`config.mk`:
```
export PLATFORM = sky130hd
export DESIGN_NAME = parity_mem_ctrl_flat
export DESIGN_NICKNAME = d
export VERILOG_FILES = /design/src/rtl/parity_mem_pkg.sv /design/src/rtl/parity_mem_if.sv /design/src/rtl/parity_calc.sv /design/src/rtl/parity_mem_ctrl.sv /design/src/flat_wrapper.sv
export SDC_FILE = /design/constraint.sdc
export NUM_CORES = 2
export LEC_CHECK = 0
export CORE_MARGIN = 8
export CORE_UTILIZATION = 45
export DETAILED_ROUTE_END_ITERATION = 8
export PLACE_DENSITY = 0.64
export SYNTH_ARGS = -nofsm -noshare
export SYNTH_HDL_FRONTEND = slang
export SYNTH_SLANG_ARGS = --single-unit
```
`constraint.sdc`:
```
create_clock -name clk -period 28.2 [get_ports clk]
set_input_delay 5.64 -clock clk [delete_from_list [all_inputs] [get_ports clk]]
set_output_delay 5.64 -clock clk [all_outputs]
set_load 0.05 [all_outputs]
```
`src/rtl/parity_mem_pkg.sv`:
```
// Shared constants and the parity helper for the parity-protected memory controller.
package parity_mem_pkg;

  localparam int DEF_DATA_W     = 8;
  localparam int DEF_ADDR_W     = 8;
  localparam int DEF_ODD_PARITY = 0;
  localparam int DEF_CNT_W      = 16;
  localparam int MAX_DATA_W     = 64;

  // Zero-extension does not change XOR parity, so narrower words are widened by the caller.
  function automatic logic calc_parity(input logic [MAX_DATA_W-1:0] data, input logic odd);
    return (^data) ^ odd;
  endfunction

endpackage

```
`src/rtl/parity_mem_if.sv`:
```
// Request/response bundle between a requester and parity_mem_ctrl.
// Requests are single-cycle strobes with no back-pressure: write and read are acted on in the
// cycle they are high (both high is a collision); rd_valid pulses one cycle later with the result.
interface parity_mem_if
  import parity_mem_pkg::*;
#(
  parameter int DATA_W = DEF_DATA_W,
  parameter int ADDR_W = DEF_ADDR_W,
  parameter int CNT_W  = DEF_CNT_W
) ();

  logic              write;
  logic              read;
  logic [ADDR_W-1:0] address;
  logic [DATA_W-1:0] data_in;
  logic              inj_err;
  logic              clr_count;
  logic [DATA_W:0]   data_out;
  logic              rd_valid;
  logic              parity_err;
  logic              uninit_rd;
  logic              collision;
  logic [CNT_W-1:0]  err_count;

  modport master (
    output write, read, address, data_in, inj_err, clr_count,
    input  data_out, rd_valid, parity_err, uninit_rd, collision, err_count
  );

  modport slave (
    input  write, read, address, data_in, inj_err, clr_count,
    output data_out, rd_valid, parity_err, uninit_rd, collision, err_count
  );

endinterface

```
`src/rtl/parity_calc.sv`:
```
// Combinational parity generator for a DATA_W-bit word (even or odd selected by ODD).
module parity_calc
  import parity_mem_pkg::*;
#(
  parameter int DATA_W = DEF_DATA_W,
  parameter bit ODD    = 1'b0
) (
  input  logic [DATA_W-1:0] data,
  output logic              parity
);

  logic [MAX_DATA_W-1:0] data_ext;

  assign data_ext = MAX_DATA_W'(data);
  assign parity   = calc_parity(data_ext, ODD);

endmodule

```
`src/rtl/parity_mem_ctrl.sv`:
```
// Single-port memory with per-word parity, written-since-reset tracking, collision detection
// and a saturating error counter.
module parity_mem_ctrl
  import parity_mem_pkg::*;
#(
  parameter int DATA_W     = DEF_DATA_W,
  parameter int ADDR_W     = DEF_ADDR_W,
  parameter int ODD_PARITY = DEF_ODD_PARITY,
  parameter int CNT_W      = DEF_CNT_W
) (
  input logic         clk,
  input logic         rst,
  parity_mem_if.slave bus
);

  localparam int               DEPTH   = 2 ** ADDR_W;
  localparam logic [CNT_W-1:0] CNT_MAX = {CNT_W{1'b1}};

  logic [DATA_W:0]  mem [DEPTH];
  logic [DEPTH-1:0] valid;

  logic             wr_en;
  logic             rd_en;
  logic             wr_parity;
  logic [DATA_W:0]  rd_word;
  logic             rd_parity;
  logic             rd_hit;
  logic             perr_nxt;
  logic             coll_nxt;
  logic [1:0]       inc;
  logic [CNT_W:0]   sum;
  logic [CNT_W-1:0] cnt_nxt;

  logic [DATA_W:0]  data_out_q;
  logic             rd_valid_q;
  logic             parity_err_q;
  logic             uninit_rd_q;
  logic             collision_q;
  logic [CNT_W-1:0] err_count_q;

  assign wr_en = bus.write & ~bus.read;
  assign rd_en = bus.read & ~bus.write;

  parity_calc #(.DATA_W(DATA_W), .ODD(ODD_PARITY != 0)) u_wr_parity (
    .data   (bus.data_in),
    .parity (wr_parity)
  );

  assign rd_word = mem[bus.address];
  assign rd_hit  = valid[bus.address];

  parity_calc #(.DATA_W(DATA_W), .ODD(ODD_PARITY != 0)) u_rd_parity (
    .data   (rd_word[DATA_W-1:0]),
    .parity (rd_parity)
  );

  // Data array is deliberately unreset; the valid vector alone decides whether a word is usable.
  always_ff @(posedge clk) begin
    if (wr_en) begin
      mem[bus.address] <= {wr_parity ^ bus.inj_err, bus.data_in};
    end
  end

  always_ff @(posedge clk or posedge rst) begin
    if (rst) begin
      valid <= '0;
    end else if (wr_en) begin
      valid[bus.address] <= 1'b1;
    end
  end

  assign perr_nxt = rd_en & rd_hit & (rd_word[DATA_W] != rd_parity);
  assign coll_nxt = bus.write & bus.read;

  // The counter advances on the same edge that raises the pulses it counts.
  assign inc     = 2'(coll_nxt) + 2'(perr_nxt);
  assign sum     = {1'b0, err_count_q} + (CNT_W + 1)'(inc);
  assign cnt_nxt = sum[CNT_W] ? CNT_MAX : sum[CNT_W-1:0];

  always_ff @(posedge clk or posedge rst) begin
    if (rst) begin
      data_out_q   <= '0;
      rd_valid_q   <= 1'b0;
      parity_err_q <= 1'b0;
      uninit_rd_q  <= 1'b0;
      collision_q  <= 1'b0;
      err_count_q  <= '0;
    end else begin
      rd_valid_q   <= rd_en;
      parity_err_q <= perr_nxt;
      uninit_rd_q  <= rd_en & ~rd_hit;
      collision_q  <= coll_nxt;
      if (rd_en) begin
        data_out_q <= rd_hit ? rd_word : '0;
      end
      err_count_q  <= bus.clr_count ? '0 : cnt_nxt;
    end
  end

  assign bus.data_out   = data_out_q;
  assign bus.rd_valid   = rd_valid_q;
  assign bus.parity_err = parity_err_q;
  assign bus.uninit_rd  = uninit_rd_q;
  assign bus.collision  = collision_q;
  assign bus.err_count  = err_count_q;

endmodule
```
`src/flat_wrapper.sv`:
```
// flat-port wrapper written by rule: the top's interface ports become plain ports
module parity_mem_ctrl_flat import parity_mem_pkg::*;
#(
  parameter int DATA_W     = DEF_DATA_W,
  parameter int ADDR_W     = DEF_ADDR_W,
  parameter int ODD_PARITY = DEF_ODD_PARITY,
  parameter int CNT_W      = DEF_CNT_W
)
  (clk, rst, bus_write, bus_read, bus_address, bus_data_in, bus_inj_err, bus_clr_count, bus_data_out, bus_rd_valid, bus_parity_err, bus_uninit_rd, bus_collision, bus_err_count);
  parity_mem_if #(.DATA_W(DATA_W), .ADDR_W(ADDR_W), .CNT_W(CNT_W)) bus_i ();
  input logic clk;
  input logic rst;
  input wire logic [$bits(bus_i.write)-1:0] bus_write;
  input wire logic [$bits(bus_i.read)-1:0] bus_read;
  input wire logic [$bits(bus_i.address)-1:0] bus_address;
  input wire logic [$bits(bus_i.data_in)-1:0] bus_data_in;
  input wire logic [$bits(bus_i.inj_err)-1:0] bus_inj_err;
  input wire logic [$bits(bus_i.clr_count)-1:0] bus_clr_count;
  output wire logic [$bits(bus_i.data_out)-1:0] bus_data_out;
  output wire logic [$bits(bus_i.rd_valid)-1:0] bus_rd_valid;
  output wire logic [$bits(bus_i.parity_err)-1:0] bus_parity_err;
  output wire logic [$bits(bus_i.uninit_rd)-1:0] bus_uninit_rd;
  output wire logic [$bits(bus_i.collision)-1:0] bus_collision;
  output wire logic [$bits(bus_i.err_count)-1:0] bus_err_count;
  assign bus_i.write = bus_write;
  assign bus_i.read = bus_read;
  assign bus_i.address = bus_address;
  assign bus_i.data_in = bus_data_in;
  assign bus_i.inj_err = bus_inj_err;
  assign bus_i.clr_count = bus_clr_count;
  assign bus_data_out = bus_i.data_out;
  assign bus_rd_valid = bus_i.rd_valid;
  assign bus_parity_err = bus_i.parity_err;
  assign bus_uninit_rd = bus_i.uninit_rd;
  assign bus_collision = bus_i.collision;
  assign bus_err_count = bus_i.err_count;
  parity_mem_ctrl #(.DATA_W(DATA_W), .ADDR_W(ADDR_W), .ODD_PARITY(ODD_PARITY), .CNT_W(CNT_W)) u_core (.clk(clk), .rst(rst), .bus(bus_i));
endmodule
```
==> qor.csv <==
metric,value,unit
first-pass GRT wire length,366200,um
setup repair bufs after CTS,0,
Yosys cell types,48,
Netlist Area Pre-Place,99810,sq um
critical path's slowest cell,mux2i_1,
"antenna viol nets, final",0,
final HPWL from detailed placement,152300,um
clk slew on worst S/H paths,60,ps
Slew headroom,0.1031,
Avg Inst Size Synth,21.85,sq um
Post-layout nets,4833,
gpl congestion,0.8694,
worst hold slack,460.7,ps
crit path cell chain,buf_8 > buf_4 > buf_12 > buf_4 > mux4_2 > mux4_2 > mux2i_1 > nor3_1 > a311o_1 > a221oi_2 > nor2_1 > and2_1 > mux2i_1 > fa_1 > inv_1 > ha_1 > nand3_1 > nor2_1 > nand3_1 > a21oi_1,
"Data arrival, critical path",13970,ps
fin crit share,0.4700,
startpoint type of the worst setup path,input port,
Hold Crit Class,flip-flop to flip-flop,
DP Worst Slack,13830,ps
Post-synth EDFFs,2304,
"delay-heaviest family, CP",buffers and inverters,
"Net Count, Synth",4593,
Synth area leaders,"edfxtp_1 69%, mux4_2 17%, dfrtp_1 7.1%, or2_2 1.6%, a22oi_1 1.2%",
Die Footprint,237100,sq um
Leak,37.10,nW
initial antenna violation count,11,
root buf cell,clkbuf_16,
Fin. Hold Viols,0,
Finish-stage setup viols,0,
post-synthesis sequential area ratio,0.7646,
Placement Rows,173,
yosys warns,0,
status,completed,
H-tree Lvls,5,
IO Port Bufs,50,
drt drc,0,
Final WS setup,14950,ps
Worst-Skew Late Latency,920,ps
asr flop ratio synth,0.1101,
Slew @ Worst Pin,1340,ps
Final Routed Wirelength,257000,um
Initial Utilization,0.4508,
layout cell share with drive strength beyond 1,0.3121,
clk sink count,2589,
CP max stage delay,810,ps
min Tclk post-route,13250,ps
GRT Residual Overflow,0,
Yosys top cell area share,0.6932,
Avg WL per Cell,32.13,um
Num CTS Buffers,276,
total power,8.124,mW
num ports,51,
achievable clock frequency,75.45,MHz
Synth area leader,edfxtp_1,
gr usage total,0.2135,
Max VDD drop,45.58,uV
Post-DP Area,104200,sq um
Post-synth top flop,edfxtp_1,
via count of the routed design,48450,
CP Capture Type,flip-flop,
DR pass1 iterations,8,
PwrDens,72.12,nW/um^2
final instance area,112700,sq um
WS Path Type,input port to flip-flop,
clk buf depth,4,
most frequent cells in the layout,"2304 x edfxtp_1, 734 x mux4_2, 285 x dfrtp_1, 283 x clkbuf_16, 269 x nor2_1",
post-cts hold buffer count,0,
Setup Skew,58.87,ps
largest net degree at the start of global routing,209,
Area growth syn-to-layout,12.86,%
"commonest non-fill, non-tap cell in the layout",edfxtp_1,
post_cts resized,0,
setup TNS,0,ps
Vias per Instance,6.057,
CTS tree,built,
core box area,221400,sq um
Crit path required time,28920,ps
max-slew violations,0,
Mapped Cells,4569,
RSZ-0062 raised after global routing,false,
Iter 0 DRT Violations,6162,
synthesis-stage register bit count,2589,
CP Buf/Inv Count,5,
max_cap viols,0,
crit path max fanout,97,
Die Y,487.0,um
vias in the first global route,48970,
width of the die,487.0,um
==> power breakdown <==
group	leakage, nW	internal, mW	total (mW)	switching (mW)
combinational	8.38	0.152	0.447	0.295
sequential	24.6	4.25	4.26	0.0112
clock	4.09	1.99	3.41	1.43
total	37.1	6.39	8.12	1.73
==> path summary, 6_finish.rpt <==
| path | start | to | slack [ps] | cells past startpoint |
|---|---|---|---|---|
| max in group asynchronous | rst | u_core.bus.err_count[9] | 20650 | 4 |
| worst max-delay path | bus_address[0] | u_core.bus.err_count[10] | 14950 | 20 |
| worst min-delay path | u_core.valid[30] | u_core.valid[30] | 460 | 1 |
| min in group asynchronous | rst | u_core.valid[8] | 5270 | 2 |
| worst min register to register | u_core.valid[30] | u_core.valid[30] | 460 | 1 |
| worst max register to register | u_core.mem[142][5] | u_core.bus.err_count[10] | 22060 | 15 |
==> logic make-up after synthesis <==
| kind of cell | after synthesis | synth area share |
|---|---|---|
| flip-flops | 2589 | 0.7646 |
| multiplexers | 741 | 0.1663 |
| AND/OR/NAND/NOR | 651 | 0.03254 |
| AO/OA/AOI/OAI | 297 | 0.02038 |
| buffers and inverters | 266 | 0.01350 |
| XOR/XNOR | 23 | 0.002294 |
| adder cells (fa/ha/maj) | 2 | 0.0003259 |
==> state kept, by name (all words and copies together) (netlist names) <==
signal / count
u_core.bus.rd_valid: 1
u_core.mem: 2304
u_core.bus.parity_err: 1
u_core.valid: 256
u_core.bus.data_out: 9
u_core.bus.err_count: 16
u_core.bus.uninit_rd: 1
u_core.bus.collision: 1
==> routing by layer <==
layer | part of all wire | GRT usage | vias to the layer above
met4 | 0.036 | 0.07185 | 0
met2 | 0.47 | 0.3295 | 2407
li1 | - | - | 19410
met5 | 0 | 0 | -
met3 | 0.091 | 0.05140 | 452
met1 | 0.40 | 0.3022 | 26180
==> area by class of cell <==
cell class              count  area (sq um)
clock inverters            89         660.6
multi-input cells        1714         22240
fillers                 17200        108800
clock buffers             392          7731
well taps                2975          3722
flip-flops and latches   2589         76320
inverters                   8         37.54
repair buffers            220          1914
diodes                     12         30.03
==> cells in the mapped netlist (15+ instances only) <==
library cell	count
edfxtp_1	2304
mux4_2	734
dfrtp_1	285
nor2_1	273
or2_2	258
a22oi_1	159
clkbuf_1	150
a21oi_1	90
nand2_1	64
buf_2	39
buf_6	33
buf_1	22
o41ai_1	16
nand3_1	15
==> metrics by stage <==
stage          utilization  std cells
2_1_floorplan            -       4569
3_3_place_gp        0.4707       7506
3_5_place_dp        0.4707       7506
4_1_cts             0.5086       7987
5_1_grt             0.5086       7989
6_report            0.5087       7999
Power figures use the tool's default switching activity.
